[config.mk]
export PLATFORM = sky130hd
export DESIGN_NAME = pfd_loop_filter
export DESIGN_NICKNAME = d
export VERILOG_FILES = /design/src/rtl/pll_pkg.sv /design/src/rtl/pll_sync2.sv /design/src/rtl/pfd_loop_filter.sv
export SDC_FILE = /design/constraint.sdc
export NUM_CORES = 1
export LEC_CHECK = 0
export BUFFER_PORTS_ARGS = -buffer_cell sky130_fd_sc_hd__buf_2
export CAP_MARGIN = 20
export CORE_MARGIN = 2
export CORE_UTILIZATION = 35
export DETAILED_ROUTE_END_ITERATION = 8
export GPL_ROUTABILITY_DRIVEN = 0
export PLACE_DENSITY_LB_ADDON = 0.3
export SYNTH_ARGS = -nofsm -noshare
export SYNTH_HDL_FRONTEND = slang
export SYNTH_SLANG_ARGS = --single-unit
[constraint.sdc]
create_clock -name clk -period 5.2 [get_ports clk]
set_input_delay 1.04 -clock clk [delete_from_list [all_inputs] [get_ports clk]]
set_output_delay 1.04 -clock clk [all_outputs]
set_load 0.1 [all_outputs]
[src/rtl/pll_pkg.sv]
// pll_pkg: definitions shared by the PFD loop filter and its synchronizer.
//   - state_t     : loop filter state encoding (IDLE, MEAS_UP, MEAS_DN, UPDATE)
//   - ERR_W_DEF   : default signed phase error width
//   - CTRL_W_DEF  : default signed control word / integrator width
//   - sat_add()   : signed add that clamps the sum to a w-bit signed range
package pll_pkg;

  localparam int ERR_W_DEF  = 8;
  localparam int CTRL_W_DEF = 16;

  typedef enum logic [1:0] {
    IDLE,
    MEAS_UP,
    MEAS_DN,
    UPDATE
  } state_t;

  // Operands are 64 bits wide, so the raw sum can never wrap for any
  // practical w. The result is clamped to [-2^(w-1), 2^(w-1)-1]. Callers
  // take the low w bits.
  function automatic logic signed [63:0] sat_add(input logic signed [63:0] a,
                                                 input logic signed [63:0] b,
                                                 input int                 w);
    logic signed [63:0] sum;
    logic signed [63:0] hi;
    logic signed [63:0] lo;
    sum = a + b;
    hi  = (64'sd1 <<< (w - 1)) - 64'sd1;
    lo  = -(64'sd1 <<< (w - 1));
    if (sum > hi) begin
      return hi;
    end else if (sum < lo) begin
      return lo;
    end
    return sum;
  endfunction

endpackage

[src/rtl/pll_sync2.sv]
// pll_sync2: two-flop synchronizer for a single asynchronous level.
// Ports:
//   clk - destination clock
//   rst - asynchronous active-high reset, clears both flops
//   d   - asynchronous input
//   q   - synchronized output, two clk cycles behind d
module pll_sync2 (
  input  logic clk,
  input  logic rst,
  input  logic d,
  output logic q
);

  logic meta;

  always_ff @(posedge clk or posedge rst) begin
    if (rst) begin
      meta <= 1'b0;
      q    <= 1'b0;
    end else begin
      meta <= d;
      q    <= meta;
    end
  end

endmodule

[src/rtl/pfd_loop_filter.sv]
// pfd_loop_filter: digital PI loop filter fed directly by a phase-frequency
// detector. The up and dn pulses are synchronized. Each pulse width is
// measured in clk cycles to form a signed phase error. One PI update is
// issued per detector comparison.
// Ports:
//   clk        - system clock
//   rst        - asynchronous active-high reset
//   en         - filter enable. When low, a measurement is aborted and the
//                filter state holds.
//   up, dn     - PFD pulses, asynchronous to clk
//   ctrl_word  - registered signed control word (CTRL_W bits)
//   ctrl_valid - one-cycle strobe, high in the cycle ctrl_word is updated
//   err        - registered signed error of the latest update (ERR_W bits)
//   locked     - lock indicator
// Optional feature: define PFD_LOOP_FILTER_LOCK_DET_EN to build the lock
// detector. Without it, locked is tied to 0.
module pfd_loop_filter
  import pll_pkg::*;
#(
  parameter int ERR_W     = ERR_W_DEF,
  parameter int CTRL_W    = CTRL_W_DEF,
  parameter int KP_SHIFT  = 2,
  parameter int KI_SHIFT  = 0,
  parameter int CTRL_INIT = 0,
  parameter int LOCK_TOL  = 1,
  parameter int LOCK_CNT  = 8
) (
  input  logic                     clk,
  input  logic                     rst,
  input  logic                     en,
  input  logic                     up,
  input  logic                     dn,
  output logic signed [CTRL_W-1:0] ctrl_word,
  output logic                     ctrl_valid,
  output logic signed [ERR_W-1:0]  err,
  output logic                     locked
);

  // The count magnitude is at most 2^(ERR_W-1)-1, so one bit less than
  // ERR_W holds it. All-ones in this width is exactly the saturation point.
  localparam int CW = ERR_W - 1;
  localparam logic [CW-1:0] CNT_ONE = CW'(1);
  localparam logic [CW-1:0] CNT_MAX = '1;

  logic up_s;
  logic dn_s;

  state_t                    state;
  logic [CW-1:0]             count;
  logic signed [ERR_W-1:0]   e_pend;
  logic signed [CTRL_W-1:0]  integ;
  logic signed [CTRL_W-1:0]  integ_n;
  logic signed [CTRL_W-1:0]  ctrl_n;
  logic signed [63:0]        e_wide;

  pll_sync2 u_sync_up (.clk(clk), .rst(rst), .d(up), .q(up_s));
  pll_sync2 u_sync_dn (.clk(clk), .rst(rst), .d(dn), .q(dn_s));

  // The PI arithmetic is done at 64 bits, so nothing wraps before the clamp.
  // The proportional term is added to the already-updated integrator.
  always_comb begin
    e_wide  = 64'(e_pend);
    integ_n = CTRL_W'(sat_add(64'(integ), e_wide <<< KI_SHIFT, CTRL_W));
    ctrl_n  = CTRL_W'(sat_add(64'(integ_n), e_wide <<< KP_SHIFT, CTRL_W));
  end

  // Measurement / update state machine with registered outputs. A pulse
  // seen on the same edge that leaves UPDATE is picked up from IDLE on the
  // following cycle. Because it is still high there, pulses are never merged.
  always_ff @(posedge clk or posedge rst) begin
    if (rst) begin
      state      <= IDLE;
      count      <= '0;
      e_pend     <= '0;
      integ      <= CTRL_W'(CTRL_INIT);
      ctrl_word  <= CTRL_W'(CTRL_INIT);
      err        <= '0;
      ctrl_valid <= 1'b0;
    end else begin
      ctrl_valid <= 1'b0;
      if (!en) begin
        state <= IDLE;
        count <= '0;
      end else begin
        case (state)
          IDLE: begin
            if (up_s && !dn_s) begin
              state <= MEAS_UP;
              count <= CNT_ONE;
            end else if (dn_s && !up_s) begin
              state <= MEAS_DN;
              count <= CNT_ONE;
            end else if (up_s && dn_s) begin
              state  <= UPDATE;
              e_pend <= '0;
            end
          end
          MEAS_UP: begin
            if (up_s) begin
              if (count != CNT_MAX) count <= count + CNT_ONE;
            end else begin
              state  <= UPDATE;
              e_pend <= $signed({1'b0, count});
              count  <= '0;
            end
          end
          MEAS_DN: begin
            if (dn_s) begin
              if (count != CNT_MAX) count <= count + CNT_ONE;
            end else begin
              state  <= UPDATE;
              e_pend <= -$signed({1'b0, count});
              count  <= '0;
            end
          end
          UPDATE: begin
            integ      <= integ_n;
            ctrl_word  <= ctrl_n;
            err        <= e_pend;
            ctrl_valid <= 1'b1;
            state      <= IDLE;
          end
          default: state <= IDLE;
        endcase
      end
    end
  end

`ifdef PFD_LOOP_FILTER_LOCK_DET_EN
  localparam int LW = $clog2(LOCK_CNT + 1);
  localparam logic [LW-1:0] LOCK_MAX = LW'(LOCK_CNT);
  localparam logic [LW-1:0] LOCK_ONE = LW'(1);

  logic [LW-1:0] lock_cnt;
  logic          in_tol;

  assign in_tol = (32'(e_pend) <= LOCK_TOL) && (32'(e_pend) >= -LOCK_TOL);

  // locked changes on the same edge that raises ctrl_valid for the update.
  always_ff @(posedge clk or posedge rst) begin
    if (rst) begin
      lock_cnt <= '0;
      locked   <= 1'b0;
    end else if (!en) begin
      lock_cnt <= '0;
      locked   <= 1'b0;
    end else if (state == UPDATE) begin
      if (!in_tol) begin
        lock_cnt <= '0;
        locked   <= 1'b0;
      end else if (lock_cnt == LOCK_MAX) begin
        locked <= 1'b1;
      end else begin
        lock_cnt <= lock_cnt + LOCK_ONE;
        locked   <= ((lock_cnt + LOCK_ONE) == LOCK_MAX);
      end
    end
  end
`else
  logic unused_lock_params;
  assign unused_lock_params = ^{32'(LOCK_TOL), 32'(LOCK_CNT)};
  assign locked = 1'b0;
`endif

endmodule

# Word level (Yosys, flattened, before mapping)
# Index checks and enable logic that the tools add are counted.
# word_totals
reg_bits,62
inputBits,5
output_inout_bits,26
# classes
n_addsub,4
n_lt_le_gt_ge,4
eq_ne,14
n_mux,32
reduce_logical,11
# ops
cell,n
16-bit two-way mux,6
7-bit two-way mux,6
8-bit two-way mux,5
"17-bit by 16-bit greater-than comparator with 1-bit output, second input constant",2
"17-bit by 16-bit < comparator with 1-bit output, second input constant",2
8-bit one-hot mux with 3 select lines,1
7-bit one-hot mux with 3 select lines,1
16-bit by 10-bit adder with 17-bit output,1
16-bit by 8-bit adder with 17-bit output,1
2-bit two-way mux,6
"2-bit inequality test, second input constant",5
7-bit negator with 8-bit output,1
2-bit one-hot mux with 4 select lines,1
"7-bit by 1-bit adder with 7-bit output, second input constant",1
"7-bit inequality test, second input constant",1
7-bit AND reduction,1
1-bit two-way mux,6
"3-bit inequality test, second input constant",2
"5-bit inequality test, second input constant",1
"2-bit == test, second input constant",2
"4-bit by 1-bit inequality test with 1-bit output, second input constant",1
"4-bit inequality test, second input constant",1
2-bit AND reduction,2
1-bit logical AND,3
other kinds (5),6

# Depth between registers and ports, before layout
# depth
depth_word,10
mapped_depth,23
mapped_depth_nobuf,21

# Hierarchy
# From an unflattened synthesis, not the netlist that was laid out.
# unflattened
cells_unflattened,457
area_unflattened_um2,4280.4
# by_module_without_submodules
module,instances,cells_per_inst,area_per_inst_um2,seq_area_each_um2
pfd_loop_filter,1,451,4172.8,1451.4
pll_sync2,2,3,53.8,50.0

# Worst setup path after synthesis
# OpenSTA, ideal clock, no wires.
# synth_path
kind,register -> register
from,register e_pend[0]
to,register ctrl_word[0]
t_arrival_ps,4668
required_time_ps,5124
path_slack_ps,455
path_stages_with_launch,24
synth_period_minus_slack_ps,4745
cell_sequence,dfrtp_1 -> ha_1 -> inv_1 -> fa_1 -> nor2b_1 -> o31ai_1 -> a211oi_2 -> nor2_1 -> a41o_1 -> buf_6 -> or2_1 -> buf_4 -> a21oi_2 -> ha_1 -> inv_1 -> fa_1 -> nand2b_1 -> a21oi_1 -> o21ai_1 -> o31ai_2 -> a21oi_1 -> or2_2 -> maj3_2 -> o21ai_1
# synth_between
elab_chain_len,10
word_cells_on_any_way,14
classes_between,add/sub (2); order compare (4); mux (8)
# synth_lines
item,line_no,text
"start, declared",pfd_loop_filter.sv:50,logic signed [ERR_W-1:0] e_pend;
"start signal, assigned",pfd_loop_filter.sv:103,"e_pend <= $signed({1'b0, count});"
"start signal, assigned",pfd_loop_filter.sv:112,"e_pend <= -$signed({1'b0, count});"
16-bit by 8-bit adder with 17-bit output *,pll_pkg.sv:27,sum = a + b;
17-bit by 16-bit < comparator with 1-bit output,pll_pkg.sv:32,end else if (sum < lo) begin
1-bit two-way mux,pll_pkg.sv:32,
1-bit two-way mux,pll_pkg.sv:30,if (sum > hi) begin
16-bit two-way mux *,pll_pkg.sv:35,return sum;
net integ_n[15],pfd_loop_filter.sv:52,logic signed [CTRL_W-1:0] integ_n;
16-bit by 10-bit adder with 17-bit output *,pll_pkg.sv:27,
17-bit by 16-bit < comparator with 1-bit output,pll_pkg.sv:32,
1-bit two-way mux,pll_pkg.sv:32,
1-bit two-way mux,pll_pkg.sv:30,
16-bit two-way mux *,pll_pkg.sv:35,
"end signal, assigned",pfd_loop_filter.sv:76,ctrl_word <= CTRL_W'(CTRL_INIT);
"end signal, assigned",pfd_loop_filter.sv:118,ctrl_word <= ctrl_n;
"end, declared",pfd_loop_filter.sv:33,"output logic signed [CTRL_W-1:0] ctrl_word,"
# Mark *: on every way through the listed nets, which the timed path passes. The rest lies on a longest branch.
# A chain may end at the register's enable or synchronous reset.

# Final worst setup path
# Ends and elaborated chain as after synthesis.

==> summary.txt <==
Route
  – WL/cell: 15.1 um
  – Drt via density: 5.35
  – Final ANT Viol Nets: 0
  – Residual DRC: 0
  – Iter 0 DRT Violations: around 170
  – Detailed Routing Iterations Pass 1: 4
  – DRT Wirelength: 10.3 mm
  – Routed via count: 3,653

Clock tree
  – CTS buffer count: 9
  – CTS Sinks: 62
  – Worst-path clk slew: 50 ps
  – # H-tree levels: 3
  – CTS Root Buffer Type: clkbuf_16
  – Clock latency on the worst-skew pair: 330 ps
  – CTS tree: yes
  – CTS Buffer Depth: 2

Job
  – Max_cap viols: 0

Global routing
  – Vias in the first global route: between 3,000 and 4,000
  – First-pass GRT wire length: 17.0 mm
  – Initial antenna violation count: 0
  – Overflow after GRT: 0
  – GRT Overall Usage: 16.2%
  – Pin count of the biggest net entering global routing: 63

Layout
  – Storage cell area: 0.00155 mm^2
  – Fill cell count: 1,183
  – Final #Nets: 555
  – Antenna Cells: 0
  – Area Overhead vs Synth: 17.3%
  – Final design utilization: a little over two fifths
  – Multi-input gate area: 0.00269 mm^2
  – Final instance area: 0.00511 mm^2
  – Fraction of layout cells with a size suffix above 1: 20.6%

Die
  – CORE AREA: 0.0121 mm^2
  – Initial core utilization: 36.1%
  – Die Wd: 116 um
  – Row count: 40
  – I/O pin cnt: 31
  – Die height: approximately 120 um
  – DIE AREA: 0.0134 mm^2

Placement
  – Placed Area: 0.00470 mm^2
  – Detailed placer's ending HPWL: 7.47 mm
  – Port bufs: 29

Synthesis
  – Post-Synthesis Cells: 472
  – Seq cells post-synth: just over 60
  – Share of the synthesized area in the top cell type: a little over a third
  – Register area share after synthesis: between 30% and 40%
  – Top_reg_cell synth: dfrtp_1
  – Ys async rst share: 100%
  – Post-Syn Area per Cell: around 9.2 um^2
  – Yosys warnings: 0
  – Largest cells by area after synthesis: dfrtp_1, ha_1, o21ai_0, mux2_2, nand2_1
  – Post-Syn Nets: 516
  – Leading area contributor after synthesis: dfrtp_1
  – Yosys cell types: 67
  – Area of the mapped netlist: 0.00436 mm^2
  – EDFF count, synth: 0

Run status
  – Run status: completed

Setup path
  – Worst R2R Path Depth: 21
  – Worst Setup EP: ctrl_word[0]
  – WP data required: 5450 ps
  – Crit path launch type: flop
  – Crit. Startpoint: e_pend[0]
  – Critical R2R Launch: e_pend[0]
  – Crit Path Max Fanout: 7
  – Critical path endpoint category: flop
  – CP arrival: 5180 ps
  – CP Class: flop to flop
  – RR Endpoint: ctrl_word[0]
  – Reg2reg setup slack: around 270 ps

Timing
  – Worst-margin pin slew: 1050 ps
  – Max-slew headroom: a little under a third
  – Fin. max-slew vios: 0
  – F_max: ~200 MHz
  – Final worst path period share: 94.7%
  – Minimum clock period: 4930 ps
  – Final Hold Vio Count: 0
  – Clock Skews: 3.87 ps
  – Final Setup Violations: 0

Hold path
  – Worst Hold Class: flop to flop
worst max-delay path, cell delays in order (launching register included):
cell and delay [ps]:
dfrtp_1 350, ha_1 200, inv_1 70, fa_1 410, nor2b_2 170, o31ai_1 130, a211oi_2 280, nor2_1 100
a41o_2 330, or2_1 280, a21oi_2 180, ha_1 190, inv_1 50, fa_1 380, nand2b_1 210, a21oi_2 200
o21ai_2 110, o31ai_2 300, a21oi_2 150, or2_2 310, maj3_2 310, o21ai_1 130
metal layers:
layer  track usage [%]  vias to the layer above  share of wire (%)
li1                  -                     1813                  -
met1              21.3                     1771                 47
met2              26.4                       58                 48
met3              3.71                       11                3.2
met4              5.62                        0                1.3
met5                 0                        -                  0
state kept, by name, summed over array words and instances (netlist names):
name	count
u_sync_up.meta	1
e_pend	8
u_sync_up.q	1
integ	16
u_sync_dn.meta	1
ctrl_valid	1
err	8
count	7
state	2
u_sync_dn.q	1
ctrl_word	16
kinds of logic (layout without fill, tap and decap cells):
kind of cell | Yosys count | in the layout | share of synthesized area (%)
compound gates | 151 | 151 | 22.9
mux | 19 | 19 | 4.88
flops | 62 | 62 | 35.6
xor+xnor | 24 | 24 | 5.00
buf+inv | 36 | 79 | 3.62
other cells | 1 | 1 | 0.0861
fa+ha+maj | 45 | 45 | 13.0
simple gates | 134 | 134 | 14.9
metrics by stage:
step                      setup slack (ps)  hold slack [ps]  instances  setup TNS, ps
after floorplan                        455              331        472              0
after global placement                 224              338        664              0
after detailed placement               156              340        664              0
after CTS                              140              353        679              0
after global routing                 -14.5              354        683          -22.4
final                                  274              349        683              0
cells in the mapped netlist (5+ instances only):
| master | number |
|---|---|
| inv_1 | 22 |
| xnor2_1 | 11 |
| o31ai_1 | 5 |
| nor3_1 | 8 |
| nor3b_1 | 5 |
| nor2b_1 | 5 |
| clkbuf_1 | 9 |
| nand2b_1 | 6 |
| mux2_2 | 18 |
| nand2_1 | 47 |
| a21oi_2 | 5 |
| a21o_1 | 9 |
| a21oi_1 | 29 |
| xor2_1 | 12 |
| dfrtp_1 | 62 |
| nor2_1 | 30 |
| ha_1 | 37 |
| o21ai_1 | 13 |
| o21ai_2 | 5 |
| o21ai_0 | 43 |
| nand3_1 | 11 |
area by class of cell:
type,instances,area share (%)
Clock buffer,11,4.75
Inverter,22,1.62
Timing Repair Buffer,42,4.75
Clock inverter,4,1.86
Multi-Input combinational cell,374,52.5
Sequential cell,62,30.4
Tap cell,168,4.11
worst min path at each step:
stage                    from           to  slack, ps  cells past startpoint
2_1_floorplan  u_sync_dn.meta  u_sync_dn.q        330                      0
3_3_place_gp   u_sync_dn.meta  u_sync_dn.q        340                      0
3_5_place_dp   u_sync_dn.meta  u_sync_dn.q        340                      0
4_1_cts        u_sync_dn.meta  u_sync_dn.q        350                      0
5_1_grt        u_sync_up.meta  u_sync_up.q        350                      0
6_report       u_sync_up.meta  u_sync_up.q        350                      0
what timing repair did:
action | in CTS | in global routing
endpoints found under the hold margin | 0 | 0
buffers inserted | 0 | 4
hold buffers | 0 | 0
resized for setup | 0 | 9
endpoints found under the setup margin | 0 | 15
layout by cell type, fill, tap and decap left out, types with 11 or more instances in the layout:
cell,Yosys,routed
a21oi_1,29,27
buf_2,0,29
buf_4,2,13
dfrtp_1,62,62
ha_1,37,37
inv_1,22,21
mux2_2,18,18
nand2_1,47,47
nand3_1,11,11
nor2_1,30,30
o21ai_0,43,43
o21ai_1,13,12
xnor2_1,11,11
xor2_1,12,12
Power is left out: the tool's default activity adds up to more than one toggle a clock period on the data nets, which glitch-free logic cannot reach.
